--- src/rtl/datacell_pkg.sv ---
// Shared defaults and helpers for the datacell buffer and its integrity monitor.
package datacell_pkg;

  localparam int DEF_WIDTH = 1;
  localparam int DEF_CNTW  = 8;

  // Saturating increment of a w-bit value held in a 32-bit container.
  // At all-ones the value is held rather than wrapped.
  // Callers supply widths from 1 to 32.
  function automatic logic [31:0] sat_inc(input logic [31:0] v, input int unsigned w);
    logic [31:0] max_v;
    max_v = (w >= 32) ? 32'hFFFF_FFFF : ((32'd1 << w) - 32'd1);
    if (v >= max_v) begin
      return max_v;
    end
    return v + 32'd1;
  endfunction

endpackage

--- src/rtl/datacell_satcnt.sv ---
// CNTW-bit saturating counter with synchronous active-high reset and an increment enable.
module datacell_satcnt
  import datacell_pkg::*;
#(
  parameter int CNTW = DEF_CNTW
) (
  input  logic            clk,
  input  logic            reset,
  input  logic            i_inc,
  output logic [CNTW-1:0] o_cnt
);

  logic [CNTW-1:0] r_cnt;
  logic [CNTW-1:0] w_cnt_next;

  assign w_cnt_next = CNTW'(sat_inc(32'(r_cnt), CNTW));

  // Count up on each enabled edge, pinning at all-ones.
  always_ff @(posedge clk) begin
    if (reset) begin
      r_cnt <= '0;
    end else if (i_inc) begin
      r_cnt <= w_cnt_next;
    end
  end

  assign o_cnt = r_cnt;

endmodule

--- src/rtl/datacell_buffer.sv ---
// Don't-touch non-inverting buffer cell with a clocked integrity monitor.
// Z is a purely combinational copy of A. The monitor compares Z against A,
// counts input transitions and records which bits have ever been high.
// fi_en flips bit 0 of the compare operand only, so the checker can be
// exercised without ever disturbing the protected net.
module datacell_buffer
  import datacell_pkg::*;
#(
  parameter int WIDTH = DEF_WIDTH,
  parameter int CNTW  = DEF_CNTW
) (
  input  logic             clk,
  input  logic             reset,
  input  logic [WIDTH-1:0] A,
  output logic [WIDTH-1:0] Z,
  input  logic             chk_en,
  input  logic             fi_en,
  output logic             mismatch,
  output logic [CNTW-1:0]  toggle_cnt,
  output logic [WIDTH-1:0] a_seen
);

  // Protected buffer net; kept so synthesis cannot merge or remove it.
  (* keep = "true", dont_touch = "true" *) logic [WIDTH-1:0] w_z;
  assign w_z = A;
  assign Z   = w_z;

  logic [WIDTH-1:0] r_a_q;
  logic [WIDTH-1:0] r_a_seen;
  logic             r_mismatch;
  logic [WIDTH-1:0] w_fi_mask;
  logic [WIDTH-1:0] w_cmp;
  logic             w_toggle;

  // Fault-injection mask: only bit 0 of the compare operand can be flipped.
  always_comb begin
    w_fi_mask    = '0;
    w_fi_mask[0] = fi_en;
  end

  assign w_cmp    = w_z ^ w_fi_mask;
  assign w_toggle = (A != r_a_q);

  // Input history, sticky bit-seen record and sticky integrity flag.
  always_ff @(posedge clk) begin
    if (reset) begin
      r_a_q      <= '0;
      r_a_seen   <= '0;
      r_mismatch <= 1'b0;
    end else begin
      r_a_q    <= A;
      r_a_seen <= r_a_seen | A;
      if (chk_en && (w_cmp != A)) begin
        r_mismatch <= 1'b1;
      end
    end
  end

  datacell_satcnt #(.CNTW(CNTW)) u_satcnt (
    .clk   (clk),
    .reset (reset),
    .i_inc (w_toggle),
    .o_cnt (toggle_cnt)
  );

  assign mismatch = r_mismatch;
  assign a_seen   = r_a_seen;

endmodule

--- config.mk ---
export PLATFORM = sky130hd
export DESIGN_NAME = datacell_buffer
export DESIGN_NICKNAME = d
export VERILOG_FILES = /design/src/rtl/datacell_pkg.sv /design/src/rtl/datacell_satcnt.sv /design/src/rtl/datacell_buffer.sv
export SDC_FILE = /design/constraint.sdc
export NUM_CORES = 1
export LEC_CHECK = 0
export BUFFER_PORTS_ARGS = -buffer_cell sky130_fd_sc_hd__clkbuf_2
export CAP_MARGIN = 5
export CORE_AREA = 2 2 39 41
export DETAILED_ROUTE_END_ITERATION = 6
export DIE_AREA = 0 0 41 43
export PLACE_DENSITY = 0.7
export SLEW_MARGIN = 20
export SYNTH_ARGS = -nofsm -noshare
export SYNTH_HDL_FRONTEND = slang
export SYNTH_SLANG_ARGS = --single-unit
--- constraint.sdc ---
create_clock -name clk -period 1.3 [get_ports clk]
set_input_delay 0.13 -clock clk [delete_from_list [all_inputs] [get_ports clk]]
set_output_delay 0.13 -clock clk [all_outputs]
set_load 0.02 [all_outputs]
==> summary.txt, run 1 <==
Status = finished clean
TritonCTS clock tree = done
Die Ht = 43 µm
Synth Area per Inst = 9.02 µm²
Largest net degree at the start of global routing = 12
Initial core utilization = 0.345
Layout cells sized above 1 = 0.342
Synth Cell Area = 478 µm²
Antenna Nets Post-Route = 0
FF/Latch Area = 224 µm²
Crit path time final = 1.22 ns
Clk sinks = 11
DRT iter0 DRCs = 4
CTS clock-pin slew for the worst setup and hold paths = 0.07 ns
Min-Delay Path Class = in -> reg
Crit path max fanout = 3
Final WS setup = 0.0822 ns
Initial antenna violation count = 0
Row count = 14
Crit path arrival time = 1.42 ns
Total gr overflow = 0
Ys Warns = 0
Die area = 1760 µm²
Core area = 1380 µm²
Power Total = 708 µW
Drc violations = 0
Skew final = 0.00165 ns
GRT Total Usage = 0.124
H-Tree Depth = 1
Hpwl dp = 745 µm
Clock tree buffer depth = 2
Met3 Use GR = 0.0785
Nets = 80
Crit path required time = 1.50 ns
Final worst path period share = 0.937
Setup crit start kind = flip-flop
Met1 usage = 0.151
ANT cells = 0
VDD IR-drop max = 0.590 mV
PortBufs = 15
Synthesis-to-finish area growth = 29.1%
Highest Clock Rate = 0.821 GHz
Final Hold Vio Count = 0
First-pass GRT wire length = 1440 µm
Slew margin rel. = 0.833
Met2 Track Usage GR = 0.175
Post-synthesis cell count = 53
Post-Layout Cell Count = 89
GR peak layer = met2
Die width = 41 µm
GP Congestion = 0.725
Root Buffer = clkbuf_4
Count of hold buffers inserted by post-cts repair = 0
RSZ-0062 raised after global routing = false
Worst-Skew Late Latency = 0.27 ns
Crit end category = flip-flop
Final setup violating endpoints = 0
IO Count = 16
Worst Tran Pin Value = 0.248 ns
Final wirelength = 1010 µm
Syn Nets = 59
Footprint of the multi-input gates = 249 µm²
DRT Pass-1 Iters = 4
Total negative slack = 0 ns
Pre-CTS WS = 0.0756 ns
Vias per cell = 5.30
Placed insts = 85
WHS = 0.0870 ns
TritonCTS Buffers = 3
Crit path kind = reg -> reg
Max Slew Vio Count = 0
Vias = 472
Leakage power = 0.000257 µW
Max cap viols = 0
# fillers = 142
Vias in the first global route = 356
PD cells = 1150 nW/µm²
DR WL/cell = 11.4 µm
## cell usage in the layout, fill, tap and decap left out, drive strengths merged
cell type,n
a211oi,2
a21oi,3
a311oi,2
a31oi,6
and2,1
and3,3
and4,1
buf,3
clkbuf,19
dfxtp,11
ha,1
nand2,5
nand3,1
nand4,1
nor2,4
nor2b,2
nor3,1
o21ai,1
o31ai,1
or3,1
or4,1
xnor2,2
xor2,1
## registers in the layout (all words and copies together), names as in the netlist
register        cells
a_seen              1
mismatch            1
r_a_q               1
u_satcnt.o_cnt      8
## repair_timing
| action | in CTS | in global routing |
|---|---|---|
| resized for setup | 0 | 4 |
| buffers inserted | 0 | 0 |
| endpoints found under the setup margin | 0 | 3 |
| endpoints found under the hold margin | 0 | 0 |
## worst paths after layout
path | startpoint | to | slack (ns) | depth (start not counted)
setup / recovery | r_a_q$_SDFF_PP0_ | u_satcnt.o_cnt[5]$_SDFFE_PP0P_ | 0.08 | 3
hold / removal | fi_en | mismatch$_SDFFE_PP0P_ | 0.09 | 3
setup reg to reg | r_a_q$_SDFF_PP0_ | u_satcnt.o_cnt[5]$_SDFFE_PP0P_ | 0.08 | 3
hold reg to reg | mismatch$_SDFFE_PP0P_ | mismatch$_SDFFE_PP0P_ | 0.48 | 2
## critical path: stages (launching register included)
cell and delay (ns):
dfxtp_1 0.33, xnor2_1 0.16, or4_1 0.50, a31oi_1 0.16
## metal layers
layer	up-vias	routed length, µm
met2	17	456
met5	-	0
met4	0	19
met1	212	455
met3	4	80
li1	239	-
## area by class of cell
type / instances / area share
tap: 16 / 0.0325
sequential: 11 / 0.363
timing repair buffer: 18 / 0.158
multi-input combinational: 40 / 0.404
clock buffer: 4 / 0.0426
## through the flow
stage               cell area, µm²  utilization
finish                         617        0.446
global route                   617        0.446
CTS                            611        0.441
detailed placement             584        0.422
global placement               584        0.422
floorplan                      478            -
## report_power, final
part	internal, µW	switching (µW)
combinational	42.8	58.2
sequential	354	15.2
clock	119	118
Note: power is estimated with default switching activity, not from simulation.
==> run 2: changes to the inputs <==
--- a/config.mk
+++ b/config.mk
@@ -10,8 +10,9 @@
 export CORE_AREA = 2 2 39 41
 export DETAILED_ROUTE_END_ITERATION = 6
 export DIE_AREA = 0 0 41 43
-export PLACE_DENSITY = 0.7
+export PLACE_DENSITY = 0.72
 export SLEW_MARGIN = 20
 export SYNTH_ARGS = -nofsm -noshare
 export SYNTH_HDL_FRONTEND = slang
+export SYNTH_HIERARCHICAL = 1
 export SYNTH_SLANG_ARGS = --single-unit
==> run 2 against run 1 <==
The flow now finishes with violations (setup timing). Clock-buffer cell count unchanged. Critical path depth increased by 2. Die area unchanged. Power rose by 2.8%. Fmax down 10%. Sequential power shrank 2%.
==> summary.txt, run 2 <==
Power Total = 727 µW (+2.8%)
TritonCTS clock tree = done
Commonest non-fill, non-tap cell in the layout = clkbuf_2
Final wirelength = 1150 µm (+14%)
Largest net degree at the start of global routing = 12 (unchanged)
H-Tree Depth = 1 (unchanged)
Crit path max fanout = 4 (+1)
Max cap viols = 0 (unchanged)
Crit path arrival time = 1.55 ns (+0.13 ns)
Root Buffer = clkbuf_4
Slowest CP cell = or3_4
Final worst path period share = 1.04 (+0.104)
Reg power frac = 0.501 (-0.021)
PortBufs = 15 (unchanged)
DR WL/cell = 12.7 µm (+11%)
Min-Delay Path Class = in -> reg
Clock tree buffer depth = 2 (unchanged)
CP Capture Point = u_satcnt/o_cnt[1]$_SDFFE_PP0P_
Final WS setup = -0.0532 ns (-0.135 ns)
Total negative slack = -0.259 ns (-0.259 ns)
Initial antenna violation count = 0 (unchanged)
P_int = 531 µW (+2.9%)
Setup crit start kind = flip-flop
R2R depth = 5 (+2)
Worst-Skew Late Latency = 0.26 ns (about the same)
Hpwl dp = 842 µm (+13%)
Die area = 1760 µm² (unchanged)
Vias = 473 (+0.21%)
Max Slew Vio Count = 0 (unchanged)
Core area = 1380 µm² (unchanged)
Crit path kind = reg -> reg
Skew final = 0.00128 ns (-0.000375 ns)
DRT iter0 DRCs = 8 (+4)
DR WL met2 = 601 µm (+32%)
Top sig layer = met3
Failing checks = setup timing
Post-Layout Cell Count = 91 (+2.2%)
Antenna Nets Post-Route = 0 (unchanged)
Synthesis-to-finish area growth = 35.1%
Sw power = 196 µW (+2.4%)
Clock power share = 0.317 (-0.018)
M1 WL = 492 µm (+8.1%)
IO Count = 16 (unchanged)
Initial core utilization = 0.363 (+0.0181)
Final setup violating endpoints = 6 (+6)
Final Hold Vio Count = 0 (unchanged)
Post-synthesis cell count = 52 (-1.9%)
Max reg flops = 8 (unchanged)
Ys Warns = 6 (+6)
Synth Cell Area = 503 µm² (+5.2%)
Switching Fraction = 0.269 (-0.000914)
CP max stage delay = 0.43 ns (-0.07 ns)
Vias per cell = 5.20 (-2.0%)
Status = complete, but fails checks
Worst-path cell chain = xor2_1, buf_4, nand4_4, or3_4, a21oi_2
Vias in the first global route = 445 (+25%)
Synth Area per Inst = 9.67 µm² (+7.3%)
Die Ht = 43 µm (unchanged)
Drc violations = 0 (unchanged)
Row count = 14 (unchanged)
FF-to-FF End = u_satcnt/o_cnt[1]$_SDFFE_PP0P_
ANT cells = 0 (unchanged)
Syn Nets = 58 (-1.7%)
Commonest cells after routing, fill and taps aside = 15 x clkbuf_2, 8 x dfxtp_1, 7 x buf_4
Total gr overflow = 0 (unchanged)
Nets = 82 (+2.5%)
Leakage power = 0.000289 µW (+13%)
CTS clock-pin slew for the worst setup and hold paths = 0.07 ns (about the same)
TritonCTS Buffers = 3 (unchanged)
Crit path from = r_a_q$_SDFF_PP0_
Placed insts = 86 (+1.2%)
Die width = 41 µm (unchanged)
VDD IR-drop max = 0.636 mV (+7.9%)
Combinational share of power = 0.182 (+0.039)
Highest Clock Rate = 0.739 GHz (-10%)
Layout cells sized above 1 = 0.480 (+0.138)
First-pass GRT wire length = 1750 µm (+21%)
Worst Tran Pin Value = 0.248 ns (+0.0000621 ns)
WHS = 0.0978 ns (+0.0108 ns)
GRT Total Usage = 0.142 (+0.0178)
RSZ-0062 raised after global routing = true
Crit path required time = 1.49 ns (about the same)
R2r setup slk = -0.05 ns (-0.14 ns)
Reg2reg start = r_a_q$_SDFF_PP0_
Slew margin rel. = 0.833 (about the same)
DRT Pass-1 Iters = 4 (unchanged)
Clk sinks = 11 (unchanged)
Count of hold buffers inserted by post-cts repair = 0 (unchanged)
Crit end category = flip-flop
Pre-CTS WS = -0.0487 ns (-0.124 ns)
PD cells = 1070 nW/µm² (-6.7%)
Crit path time final = 1.35 ns (+0.135 ns)
Metal3 WL = 59 µm (-26%)
GP Congestion = 0.762 (+5.0%)
==> run 2: layer usage <==
layer / vias to the layer above / GRT usage
met5: - / 0
met1: 220 / 0.173
met4: 0 / 0.0600
met2: 12 / 0.228
met3: 0 / 0.0314
li1: 241 / -
==> run 2: worst min path at each step <==
stage | slack (ns) | cells past startpoint | from | end
after global placement | 0.35 | 3 | fi_en | mismatch$_SDFFE_PP0P_
after detailed placement | 0.37 | 3 | fi_en | mismatch$_SDFFE_PP0P_
after global routing | 0.1 | 3 | fi_en | mismatch$_SDFFE_PP0P_
after floorplan | 0.20 | 1 | reset | r_a_q$_SDFF_PP0_
after CTS | 0.09 | 3 | fi_en | mismatch$_SDFFE_PP0P_
final | 0.1 | 3 | fi_en | mismatch$_SDFFE_PP0P_
==> run 2: worst max-delay path: cells and delay by family (launching register included) <==
kind | cells | cell delay, ns
DFF | 1 | 0.32
AOI/OAI and AO/OA | 1 | 0.14
buffers and inverters | 1 | 0.15
xor gates and xnor gates | 1 | 0.14
and+or+nand+nor | 2 | 0.53
==> run 2: area by class of cell <==
cell class                 count  area, µm²
clock buffer                   4       26.3
inverter                       1       3.75
tap                           16       20.0
sequential                    11        224
timing repair buffer          22        128
multi-input combinational     37        278
fill                         141        704
==> run 2: through the flow <==
| stage | instance area [µm²] | util |
|---|---|---|
| finish | 679 | 0.491 |
| global route | 679 | 0.491 |
| CTS | 658 | 0.476 |
| detailed placement | 627 | 0.453 |
| global placement | 627 | 0.453 |
| floorplan | 505 | - |
==> run 2: what timing repair did <==
| action | 4_1_cts | 5_1_grt |
|---|---|---|
| setup endpoints to repair | 4 | 7 |
| buffers inserted | 0 | 1 |
| resized for setup | 2 | 3 |
| pin swaps | 0 | 1 |
| endpoints found under the hold margin | 0 | 0 |
==> run 2: power by group through the flow <==
| stage | Combinational, µW | Clock [µW] | Sequential (µW) |
|---|---|---|---|
| 3_5_place_dp | 124 | 0 | 372 |
| 5_1_grt | 141 | 249 | 366 |
| 2_1_floorplan | 49.8 | 0 | 396 |
| 4_1_cts | 125 | 240 | 365 |
| 6_report | 132 | 231 | 364 |
| 3_3_place_gp | 123 | 0 | 371 |
==> run 3: changes to the inputs <==
--- a/config.mk
+++ b/config.mk
@@ -7,10 +7,11 @@
 export LEC_CHECK = 0
 export BUFFER_PORTS_ARGS = -buffer_cell sky130_fd_sc_hd__clkbuf_2
 export CAP_MARGIN = 5
-export CORE_AREA = 2 2 39 41
+export CORE_AREA = 8 8 45 47
 export DETAILED_ROUTE_END_ITERATION = 6
-export DIE_AREA = 0 0 41 43
+export DIE_AREA = 0 0 53 55
 export PLACE_DENSITY = 0.72
+export RECOVER_POWER = 25
 export SLEW_MARGIN = 20
 export SYNTH_ARGS = -nofsm -noshare
 export SYNTH_HDL_FRONTEND = slang
==> run 3 against run 2 <==
The flow still finishes with violations (setup timing). Die area grew 65%. Critical endpoint is now u_satcnt/o_cnt[5]$_SDFFE_PP0P_. First-iteration DRC count shrank 25%. Combinational power is essentially flat. Fmax grew 1.3%. Hold slack lost 0.0027 ns. Clock power is essentially flat. Sequential power is essentially flat. Design area shrank 1.7%.
==> summary.txt, run 3 (synthesis gave the netlist of run 2 again) <==
Final Hold Vio Count = 0 (unchanged)
Clock tree buffer depth = 2 (unchanged)
Final setup violating endpoints = 4 (-2)
Row count = 14 (unchanged)
Max Slew Vio Count = 0 (unchanged)
Max reg flops = 8 (unchanged)
Hold depth = 3 (unchanged)
IO Count = 16 (unchanged)
Nets = 81 (-1.2%)
DR WL/cell = 13.1 µm (+3.6%)
Fin util = 0.483 (-0.00814)
Hpwl dp = 915 µm (+8.6%)
GP Congestion = 0.757 (-0.58%)
Total negative slack = -0.113 ns (+0.146 ns)
FF-to-FF End = u_satcnt/o_cnt[5]$_SDFFE_PP0P_
Die Ht = 55 µm (+28%)
RSZ-0062 raised after global routing = true
Worst-Skew Late Latency = 0.27 ns (about the same)
Largest net degree at the start of global routing = 12 (unchanged)
Highest Clock Rate = 0.749 GHz (+1.3%)
Max cap viols = 0 (unchanged)
DRT iter0 DRCs = 6 (-2)
Drc violations = 0 (unchanged)
R2r setup slk = -0.04 ns (+0.02 ns)
Commonest cells after routing, fill and taps aside = 14 x clkbuf_2, 8 x dfxtp_1, 6 x buf_4
Vias per cell = 5.24 (+0.90%)
Setup crit start kind = flip-flop
GRT Total Usage = 0.0893 (-0.0529)
Crit path kind = reg -> reg
Die area = 2920 µm² (+65%)
Final WS setup = -0.0360 ns (+0.0173 ns)
Reg2reg start = r_a_q$_SDFF_PP0_
Slew margin rel. = 0.833 (about the same)
Area post-placement = 619 µm² (-1.2%)
PortBufs = 15 (unchanged)
Worst hold start = fi_en
Count of hold buffers inserted by post-cts repair = 0 (unchanged)
Root Buffer = clkbuf_4
ANT cells = 0 (unchanged)
Post-Layout Cell Count = 90 (-1.1%)
Pre-CTS WS = -0.0536 ns (-0.00486 ns)
Min-Delay Path Class = in -> reg
Initial antenna violation count = 0 (unchanged)
Final wirelength = 1180 µm (+2.4%)
Final worst path period share = 1.03 (-0.0133)
Initial core utilization = 0.363 (unchanged)
VDD IR-drop max = 0.715 mV (+12%)
Die width = 53 µm (+29%)
Skew final = 0.00197 ns (+0.000690 ns)
H-Tree Depth = 1 (unchanged)
Finished Cell Area = 668 µm² (-1.7%)
Crit end category = flip-flop
PD cells = 1080 nW/µm² (+1.3%)
Failing checks = setup timing
Commonest non-fill, non-tap cell in the layout = clkbuf_2
Leakage power = 0.000283 µW (-2.0%)
CTS clock-pin slew for the worst setup and hold paths = 0.07 ns (about the same)
Crit path max fanout = 5 (+1)
Vias = 472 (-0.21%)
Crit path time final = 1.34 ns (-0.0173 ns)
First-pass GRT wire length = 1850 µm (+6.0%)
TritonCTS Buffers = 3 (unchanged)
Clk sinks = 11 (unchanged)
Status = complete, but fails checks
TritonCTS clock tree = done
Worst Tran Pin Value = 0.252 ns (+0.00320 ns)
DRT Pass-1 Iters = 4 (unchanged)
Crit path arrival time = 1.54 ns (about the same)
Vias in the first global route = 449 (+0.90%)
Crit path required time = 1.50 ns (about the same)
Antenna Nets Post-Route = 0 (unchanged)
Total gr overflow = 0 (unchanged)
Synthesis-to-finish area growth = 32.8%
Placed insts = 85 (-1.2%)
R2R depth = 5 (unchanged)
Layout cells sized above 1 = 0.459 (-0.0205)
Core area = 1380 µm² (unchanged)
Worst Hold End = mismatch$_SDFFE_PP0P_
==> run 3: cell types whose count changed in the layout (fill, tap and decap cells not counted), sizes merged <==
cell / change
buf: -1
clkbuf: -1
clkinv: +1
==> run 3: area by class of cell <==
| cell class | count | area (µm²) |
|---|---|---|
| fillers | 134 | 716 |
| multi-input cells | 37 | 274 |
| flip-flops and latches | 11 | 224 |
| repair buffers | 21 | 119 |
| clock buffers | 3 | 22.5 |
| well taps | 16 | 20.0 |
| clock inverters | 1 | 5.00 |
| inverters | 1 | 3.75 |
==> run 3: routing by layer <==
layer / part of all wire / track usage / routed length [µm] / vias up
met1: 0.43 / 0.0902 / 508 / 216
li1: - / - / - / 238
met2: 0.47 / 0.148 / 555 / 16
met4: 0.0093 / 0.0259 / 11 / 0
met5: 0 / 0 / 0 / -
met3: 0.089 / 0.0588 / 105 / 2
==> run 3: worst max-delay path by stage <==
| stage | startpoint | end | slack [ns] | cells after the start |
|---|---|---|---|---|
| after detailed placement | r_a_q$_SDFF_PP0_ | u_satcnt/o_cnt[1]$_SDFFE_PP0P_ | -0.05 | 5 |
| after CTS | r_a_q$_SDFF_PP0_ | u_satcnt/o_cnt[5]$_SDFFE_PP0P_ | -0.04 | 5 |
| after global placement | r_a_q$_SDFF_PP0_ | u_satcnt/o_cnt[5]$_SDFFE_PP0P_ | 0.008 | 5 |
| final | r_a_q$_SDFF_PP0_ | u_satcnt/o_cnt[5]$_SDFFE_PP0P_ | -0.04 | 5 |
| after global routing | r_a_q$_SDFF_PP0_ | u_satcnt/o_cnt[5]$_SDFFE_PP0P_ | -0.11 | 5 |
| after floorplan | r_a_q$_SDFF_PP0_ | u_satcnt/o_cnt[5]$_SDFFE_PP0P_ | 0.009 | 5 |
==> run 3: worst max-delay path: stages, from the launching register on <==
cell and delay (ns):
dfxtp_2 0.32, xor2_1 0.13, buf_4 0.15, nand4_4 0.11, or3_4 0.42, a31oi_1 0.13
==> run 3: where the power goes <==
group / switching [µW] / internal, µW / leakage [µW] / total [µW]
Combinational: 73.9 / 57.4 / 0.000174 / 131
Clock: 114 / 114 / 0.0000177 / 228
Sequential: 10.2 / 355 / 0.0000908 / 365
Total: 198 / 527 / 0.000283 / 725
==> run 3: per-stage QoR <==
step                hold slack, ns  total power, µW
global route                0.0792              779
finish                      0.0951              725
global placement             0.353              496
detailed placement           0.375              500
floorplan                    0.202              446
CTS                         0.0891              735
==> run 3: repair_timing <==
item,in CTS,in global routing
setup endpoints to repair,4,7
setup buffers,0,1
resized for setup,2,2
cloned,0,0
